### src/rtl/vga_rect_display.sv
// rtl/vga_rect_display.sv - 640x480 VGA timing with a fixed red square and a key-driven green square
module vga_rect_display #(
    parameter int STEP    = 4,
    parameter int SIZE    = 64,
    parameter int H_VIS   = 640,
    parameter int H_FP    = 16,
    parameter int H_SYNC  = 96,
    parameter int H_BP    = 48,
    parameter int V_VIS   = 480,
    parameter int V_FP    = 10,
    parameter int V_SYNC  = 2,
    parameter int V_BP    = 33,
    parameter int A_X0    = 100,
    parameter int A_X1    = 199,
    parameter int A_Y0    = 100,
    parameter int A_Y1    = 199,
    parameter int PX_INIT = 288,
    parameter int PY_INIT = 208
) (
    input  logic       clk,
    input  logic       rst,
    input  logic [3:0] key,
    output logic       vsync,
    output logic       hsync,
    output logic [2:0] rgb
);

    localparam logic [9:0]  H_LAST    = 10'(H_VIS + H_FP + H_SYNC + H_BP - 1);
    localparam logic [9:0]  V_LAST    = 10'(V_VIS + V_FP + V_SYNC + V_BP - 1);
    localparam logic [9:0]  H_VIS_L   = 10'(H_VIS);
    localparam logic [9:0]  V_VIS_L   = 10'(V_VIS);
    localparam logic [9:0]  HS_START  = 10'(H_VIS + H_FP);
    localparam logic [9:0]  HS_END    = 10'(H_VIS + H_FP + H_SYNC);
    localparam logic [9:0]  VS_START  = 10'(V_VIS + V_FP);
    localparam logic [9:0]  VS_END    = 10'(V_VIS + V_FP + V_SYNC);
    localparam logic [9:0]  A_X0_L    = 10'(A_X0);
    localparam logic [9:0]  A_X1_L    = 10'(A_X1);
    localparam logic [9:0]  A_Y0_L    = 10'(A_Y0);
    localparam logic [9:0]  A_Y1_L    = 10'(A_Y1);
    localparam logic [10:0] SIZE_L    = 11'(SIZE);
    localparam logic [10:0] X_MAX     = 11'(H_VIS - SIZE);
    localparam logic [9:0]  X_MAX10   = 10'(H_VIS - SIZE);
    localparam logic [10:0] STEP_X    = 11'(STEP);
    localparam logic [9:0]  STEP_X10  = 10'(STEP);
    localparam logic [9:0]  Y_MAX     = 10'(V_VIS - SIZE);
    localparam logic [8:0]  Y_MAX9    = 9'(V_VIS - SIZE);
    localparam logic [9:0]  STEP_Y    = 10'(STEP);
    localparam logic [8:0]  STEP_Y9   = 9'(STEP);
    localparam logic [9:0]  PX_RST    = 10'(PX_INIT);
    localparam logic [8:0]  PY_RST    = 9'(PY_INIT);

    logic       phase;
    logic       pix_en;
    logic [9:0] hc;
    logic [9:0] vc;
    logic [9:0] px;
    logic [8:0] py;

    // pix_en is high on the first clk after reset, then every second clk
    assign pix_en = ~phase;

    always_ff @(posedge clk) begin
        if (rst) begin
            phase <= 1'b0;
        end else begin
            phase <= ~phase;
        end
    end

    always_ff @(posedge clk) begin
        if (rst) begin
            hc <= '0;
            vc <= '0;
        end else if (pix_en) begin
            if (hc == H_LAST) begin
                hc <= '0;
                vc <= (vc == V_LAST) ? 10'd0 : vc + 10'd1;
            end else begin
                hc <= hc + 10'd1;
            end
        end
    end

    logic       visible;
    logic       in_a;
    logic       in_b;
    logic [2:0] pix_rgb;

    always_comb begin
        visible = (hc < H_VIS_L) && (vc < V_VIS_L);
        in_a    = (hc >= A_X0_L) && (hc <= A_X1_L) && (vc >= A_Y0_L) && (vc <= A_Y1_L);
        in_b    = ({1'b0, hc} >= {1'b0, px}) && ({1'b0, hc} < ({1'b0, px} + SIZE_L)) &&
                  ({1'b0, vc} >= {2'b00, py}) && ({1'b0, vc} < ({2'b00, py} + SIZE_L));
        pix_rgb = visible ? {in_a, in_b, ~(in_a | in_b)} : 3'b000;
    end

    always_ff @(posedge clk) begin
        if (rst) begin
            hsync <= 1'b1;
            vsync <= 1'b1;
            rgb   <= 3'b000;
        end else if (pix_en) begin
            hsync <= ~((hc >= HS_START) && (hc < HS_END));
            vsync <= ~((vc >= VS_START) && (vc < VS_END));
            rgb   <= pix_rgb;
        end
    end

    // Sums are one bit wider than the register so overflow is seen before clamping
    logic [10:0] px_sum;
    logic [9:0]  px_up;
    logic [9:0]  px_dn;
    logic [9:0]  px_next;
    logic [9:0]  py_sum;
    logic [8:0]  py_up;
    logic [8:0]  py_dn;
    logic [8:0]  py_next;
    logic        frame_tick;

    always_comb begin
        px_sum = {1'b0, px} + STEP_X;
        px_up  = (px_sum > X_MAX) ? X_MAX10 : px_sum[9:0];
        px_dn  = ({1'b0, px} < STEP_X) ? 10'd0 : px - STEP_X10;
        py_sum = {1'b0, py} + STEP_Y;
        py_up  = (py_sum > Y_MAX) ? Y_MAX9 : py_sum[8:0];
        py_dn  = ({1'b0, py} < STEP_Y) ? 9'd0 : py - STEP_Y9;

        px_next = px;
        if (key[0] && !key[1]) begin
            px_next = px_up;
        end else if (key[1] && !key[0]) begin
            px_next = px_dn;
        end

        py_next = py;
        if (key[2] && !key[3]) begin
            py_next = py_up;
        end else if (key[3] && !key[2]) begin
            py_next = py_dn;
        end

        frame_tick = pix_en && (hc == 10'd0) && (vc == V_VIS_L);
    end

    always_ff @(posedge clk) begin
        if (rst) begin
            px <= PX_RST;
            py <= PY_RST;
        end else if (frame_tick) begin
            px <= px_next;
            py <= py_next;
        end
    end

endmodule

### config.mk
export PLATFORM = sky130hd
export DESIGN_NAME = vga_rect_display
export DESIGN_NICKNAME = d
export VERILOG_FILES = /design/src/rtl/vga_rect_display.sv
export SDC_FILE = /design/constraint.sdc
export NUM_CORES = 1
export LEC_CHECK = 0
export ABC_CLOCK_PERIOD_IN_PS = 2500
export BUFFER_PORTS_ARGS = -buffer_cell sky130_fd_sc_hd__buf_2
export CAP_MARGIN = 20
export CORE_MARGIN = 1.5
export CORE_UTILIZATION = 57
export DETAILED_ROUTE_END_ITERATION = 10
export PLACE_DENSITY = 0.84
export SLEW_MARGIN = 0
export SYNTH_ARGS = -nofsm -noshare
export SYNTH_HDL_FRONTEND = slang
export SYNTH_SLANG_ARGS = --single-unit
### constraint.sdc
create_clock -name clk -period 2.5 [get_ports clk]
set_clock_uncertainty 0.1 [all_clocks]
set_input_delay 0.75 -clock clk [delete_from_list [all_inputs] [get_ports clk]]
set_output_delay 0.75 -clock clk [all_outputs]
set_load 0.1 [all_outputs]
==> results of run 1 <==
worst register-to-register path: stages (launching register included):
cell	delay [ns]
dfxtp_4	0.38
ha_4	0.17
xnor2_1	0.12
ha_1	0.33
a21oi_2	0.20
nor2b_1	0.08
o21ai_1	0.20
nand3_1	0.13
or4_4	0.43
a32o_1	0.22
state kept, by name, indices dropped and copies added, names as in the netlist:
register	flops
rgb	3
px	8
py	7
phase	1
hsync	1
vc	10
vsync	1
hc	10
area by class of cell:
type | count | area, sq um
multi-input cells | 341 | 2400
fillers | 490 | 2070
flip-flops and latches | 41 | 837
repair buffers | 36 | 245
inverters | 30 | 113
well taps | 75 | 93.8
clock buffers | 6 | 72.6
clock inverters | 2 | 15.0
where the power goes:
part | total [mW] | internal (mW) | switching, mW
sequential | 0.663 | 0.656 | 0.00748
combinational | 0.114 | 0.0416 | 0.0728
clock | 0.454 | 0.197 | 0.256
placed cells by master, fill, tap and decap left out, types with 14 or more instances in the layout:
| cell | netlist | final |
|---|---|---|
| nand2_1 | 27 | 27 |
| a21oi_1 | 24 | 23 |
| nor2_1 | 52 | 52 |
| dfxtp_1 | 41 | 36 |
| ha_1 | 39 | 36 |
| buf_4 | 5 | 26 |
| inv_1 | 29 | 28 |
| o21ai_0 | 19 | 17 |
| nand3_1 | 20 | 20 |
| nand4_1 | 14 | 14 |
cell families after synthesis:
| group | count (synthesis) |
|---|---|
| multiplexers | 3 |
| AND/OR/NAND/NOR | 175 |
| adder cells (fa/ha/maj) | 39 |
| AO/OA/AOI/OAI | 102 |
| flip-flops | 41 |
| XOR/XNOR | 22 |
| buffers and inverters | 53 |
final timing paths:
kind                            start     end  cells past startpoint
worst min-delay path            vsync   vsync                      2
worst min register to register  vsync   vsync                      2
worst max-delay path            px[6]  rgb[0]                      9
worst max register to register  px[6]  rgb[0]                      9
metal layers:
| metal | share of wire, % | global-route usage [%] |
|---|---|---|
| met2 | 47 | 44.9 |
| met4 | 2.4 | 8.45 |
| met3 | 6.3 | 3.86 |
| met1 | 44 | 36.5 |
| met5 | 0 | 0 |
repair_timing:
| action | in CTS | in global routing |
|---|---|---|
| resized for setup | 6 | 14 |
| pin swaps | 0 | 11 |
| setup endpoints to repair | 2 | 4 |
through the flow:
stage,setup WS [ns],cells
4_1_cts,0.00915,531
6_report,0.0198,531
3_5_place_dp,-0.00602,523
2_1_floorplan,0.0124,435
5_1_grt,-0.0153,531
3_3_place_gp,0.133,523
==> results by group, run 1 <==
Floorplanning
  – Die Footprint: 6490 sq um
  – IO Pins: 11
  – DIE WIDTH: 80.6 um
  – Starting Density: about 60%
  – Std cell rows: 28
  – Die Height: just over 80 um
  – Core ar.: about 5900 sq um

Yosys
  – Sequential share of the synthesized area: 23.9%
  – Async SR Flop Fraction: 0%
  – Simple-Gate Fraction of Synth Area: between 20% and 30%
  – Most instantiated cells after synthesis: 52 x nor2_1, 41 x dfxtp_1, 39 x ha_1
  – Post-Syn Instances: 435
  – Largest family of logic cells by synthesized area: simple AND/OR/NAND/NOR gates
  – Most numerous cell in the Yosys netlist: nor2_1
  – Area leader, netlist: dfxtp_1
  – Synthesized area: around 3400 sq um
  – XOR/XNOR Fraction of Synth Area: 5.62%
  – Compound-Gate Fraction of Synth Area: about a fifth
  – Synth Flop Type: dfxtp_1
  – Synth Register Bits: just over 40
  – Synth area leaders: dfxtp_1 24%, ha_1 14%, nor2_1 5.7%, a21oi_1 3.5%, inv_1 3.2%
  – Post-Syn Area per Cell: 7.88 sq um
  – Yosys top cell area share: roughly a quarter
  – Mux cell area share after synthesis: less than 1%
  – Synthesized net count: between 400 and 500
  – Synth warn: 0
  – Adder-cell area share of the yosys netlist: about 14%
  – Count of cell types in the netlist: between 60 and 70
  – Number of synthesized flops with an enable pin: 0

Detailed routing
  – Avg WL per Cell: between 15 and 20 um
  – First DRT Iteration DRCs: around 350
  – Detailed-route via count: around 3300
  – Via-to-Cell Ratio: roughly 6.3
  – Drc violations: 0
  – Final WL: 8.71 mm
  – Pre-antenna DRT Iters: 8
  – Final ANT Viol Nets: 0

GRT
  – First-pass GRT wire length: 13.9 mm
  – Number of global-route vias before repair: slightly below 3000
  – Total global-route track usage: approximately 27%
  – Initial antenna violation count: 0
  – Grt ovf: 0
  – Largest net degree at the start of global routing: 14

Setup path
  – Startpoint types: flip-flop
  – Critical path peak fanout: 5
  – CP required: 2.60 ns
  – Worst reg2reg setup slack: between 0.015 and 0.02 ns
  – Arrival time of the worst setup path: around 2.6 ns
  – Critical-path top delay cell: or4_4
  – Critical path class: reg -> reg
  – CP Buf/Inv Count: 0
  – Crit end category: flip-flop
  – CP cell instances: ha_4 > xnor2_1 > ha_1 > a21oi_2 > nor2b_1 > o21ai_1 > nand3_1 > or4_4 > a32o_1
  – Cell family with most CP delay: simple AND/OR/NAND/NOR gates
  – Crit-path max cell delay: approximately 0.43 ns

Flow run
  – Max_cap viols: 0

Final layout
  – Final core area utilization: 64.6%
  – Post-Layout Inst Area: around 3800 sq um
  – Share of cells above drive strength 1: approximately 16%
  – Layout area overhead: 10.3%
  – Total Nets Final: 500
  – # diodes: 0

Power
  – P per Cell Area: roughly 330 nW/um^2
  – Peak supply drop: between 0.0002 and 0.0003 V
  – Leak: approximately 1.5 nW
  – Power Total: about 1.2 mW

Clock tree
  – CTS root buf: clkbuf_8
  – Clock sink count: between 40 and 50
  – CTS clock-pin slew for the worst setup and hold paths: 0.09 ns
  – Worst-skew pair later-pin latency: 0.30 ns
  – Clock Tree Buf Depth: 2
  – CTS Buf Count: 5
  – CTS tree: yes
  – H-tree depth: 2
  – Post-CTS Setup Bufs: 0
  – # hold bufs at CTS: 0

Timing
  – Slew @ Worst Pin: between 0.4 and 0.5 ns
  – Setup Viol. Count Final: 0
  – Final min period: 2.48 ns
  – Minimum hold slack: between 0.3 and 0.4 ns
  – Setup TNS: 0 ns
  – Final hold vios: 0
  – Slew Limit Fails: 0
  – Fin crit share: 99.2%
  – FMAX: between 400 and 500 MHz
  – Worst rel slew slack: between 60 and 70%

Worst hold path
  – Hold Path Class: reg -> reg

Place
  – Post-place instance area: about 3600 sq um
  – Post-DP HPWL: around 6 mm
  – PortBufs: 10
  – Final RePlAce weighted congestion: 0.923

Run status
  – Status: completed
Power figures use the tool's default switching activity.
==> inputs of run 2 (changes only) <==
- ABC_CLOCK_PERIOD_IN_PS: 2500 -> 2100
- clock period: 2.5 -> 2.1 ns (I/O delays scaled with it)
==> results by group, run 2 (same netlist as run 1, synthesis figures left out) <==
Run status
  – Status: finished with violations
  – Failing checks: negative setup slack

Final layout
  – Biggest registers after layout: hc: 10 flops, vc: 10 flops, px: 8 flops
  – # diodes: 0
  – Post-Layout Inst Area: 4560 sq um
  – FILL cells: between 300 and 400
  – Layout area overhead: 33.1%
  – Layout Cells excl Fill: a little under 600
  – Share of cells above drive strength 1: 36.3%
  – Most frequent cells in the layout: 80 x buf_4, 46 x nor2_1, 33 x ha_1, 31 x dfxtp_1, 26 x nand2_1
  – Total Nets Final: approximately 560
  – Final core area utilization: 78.0%
  – Most common cell after layout, fill and taps aside: buf_4

Setup path
  – Crit end category: flip-flop
  – Arrival time of the worst setup path: ~2.6 ns
  – CP cell instances: inv_2 > buf_4 > ha_1 > a21o_1 > a21oi_1 > o21ai_1 > a21oi_1 > or4_4 > a32o_1
  – Critical-path top delay cell: or4_4
  – Worst reg2reg setup slack: -0.37 ns
  – Crit-path max cell delay: 0.56 ns
  – Startpoint types: flip-flop
  – CP Buf/Inv Count: 2
  – Worst r2r dst: rgb[0]
  – Critical path class: reg -> reg
  – CP dominant cell by count: a21oi_1
  – Reg2Reg Depth: 9
  – Cell family with most CP delay: compound AO/OA/AOI/OAI gates
  – RR Startpoint: px[7]
  – CP required: around 2.2 ns
  – Critical path peak fanout: 5

Timing
  – Final hold vios: 0
  – FMAX: between 400 and 500 MHz
  – Setup TNS: -1.47 ns
  – Fin crit share: 118%
  – RSZ-0062 raised after global routing: true
  – Worst rel slew slack: ~67%
  – Slew Limit Fails: 0
  – Minimum hold slack: ~0.37 ns
  – Slew @ Worst Pin: 0.493 ns
  – Final min period: around 2.5 ns
  – Setup Viol. Count Final: 16
  – Final WS setup: -0.372 ns

Worst hold path
  – WHS Endpoint: rgb[2]
  – Hold path start: rgb[2]
  – Hold Path Class: reg -> reg
  – Hold path cells: 2

Detailed routing
  – Final WL: ~12 mm
  – Pre-antenna DRT Iters: 8
  – First DRT Iteration DRCs: 789
  – Detailed-route via count: roughly 4000
  – Avg WL per Cell: between 20 and 25 um
  – Via-to-Cell Ratio: between 6 and 7
  – Final ANT Viol Nets: 0
  – Drc violations: 0

Clock tree
  – CTS Buf Count: 5
  – H-tree depth: 2
  – Clock Tree Buf Depth: 2
  – CTS tree: yes
  – Worst-skew pair later-pin latency: about 0.30 ns
  – CTS root buf: clkbuf_8
  – CTS clock-pin slew for the worst setup and hold paths: roughly 0.090 ns
  – Clock sink count: 41

GRT
  – First-pass GRT wire length: around 17 mm
  – Initial antenna violation count: 0
  – Total global-route track usage: 33.5%
  – Grt ovf: 0
  – Largest net degree at the start of global routing: 14
  – Number of global-route vias before repair: 3513

Power
  – P per Cell Area: approximately 360 nW/um^2
  – Leak: 1.84 nW
  – Peak supply drop: 0.000362 V
  – Power Total: 1.64 mW

Floorplanning
  – Die Footprint: roughly 6500 sq um
  – Core ar.: roughly 5900 sq um
  – Starting Density: approximately three fifths
  – Die Height: 80.6 um
  – DIE WIDTH: roughly 81 um
  – Std cell rows: 28
  – IO Pins: 11

Place
  – Final RePlAce weighted congestion: just under 0.9
  – Pre-CTS setup slack: -0.253 ns
  – Post-place instance area: 4010 sq um
  – PortBufs: 10
  – Post-DP HPWL: around 7 mm
  – Placed insts: about 570

Flow run
  – Max_cap viols: 0
run 2: routing by layer:
metal / routed length, um / vias to the layer above / global-route usage (%)
met5: 0 / - / 0
met2: 5620 / 343 / 55.4
li1: - / 1738 / -
met4: 668 / 0 / 15.3
met1: 4680 / 1814 / 41.6
met3: 1280 / 90 / 6.82
run 2: how the worst max path moves through the flow:
stage | from | to | slack, ns | cells after the start
final | px[7] | rgb[0] | -0.37 | 9
after global routing | px[6] | rgb[0] | -0.47 | 9
after CTS | px[6] | rgb[0] | -0.20 | 9
after detailed placement | px[6] | rgb[0] | -0.25 | 9
after global placement | px[6] | rgb[0] | -0.13 | 8
after floorplan | py[7] | rgb[0] | -0.14 | 11
run 2: worst min-delay path, stage by stage, from the launching register on:
cell and delay [ns]:
dfxtp_1 0.32, nand2_1 0.06, a21oi_1 0.05
run 2: timing repair:
action                                  4_1_cts  5_1_grt
pin swaps                                    15       22
setup buffers                                 6        9
endpoints found under the setup margin       12       21
hold buffers                                  0        0
gates resized for setup                      32       52
gates cloned                                  0        0
run 2: area by class of cell:
type                       instances  area, sq um  area share [%]
multi-input combinational        341         2690            59.0
sequential                        41          843            18.5
timing repair buffer              95          707            15.5
inverter                          30          118            2.58
tap                               75         93.8            2.06
clock buffer                       6         72.6            1.59
clock inverter                     2         38.8           0.850
run 2: power by group:
group | switching, mW | internal (mW)
combinational | 0.117 | 0.0713
sequential | 0.00886 | 0.781
clock | 0.309 | 0.358
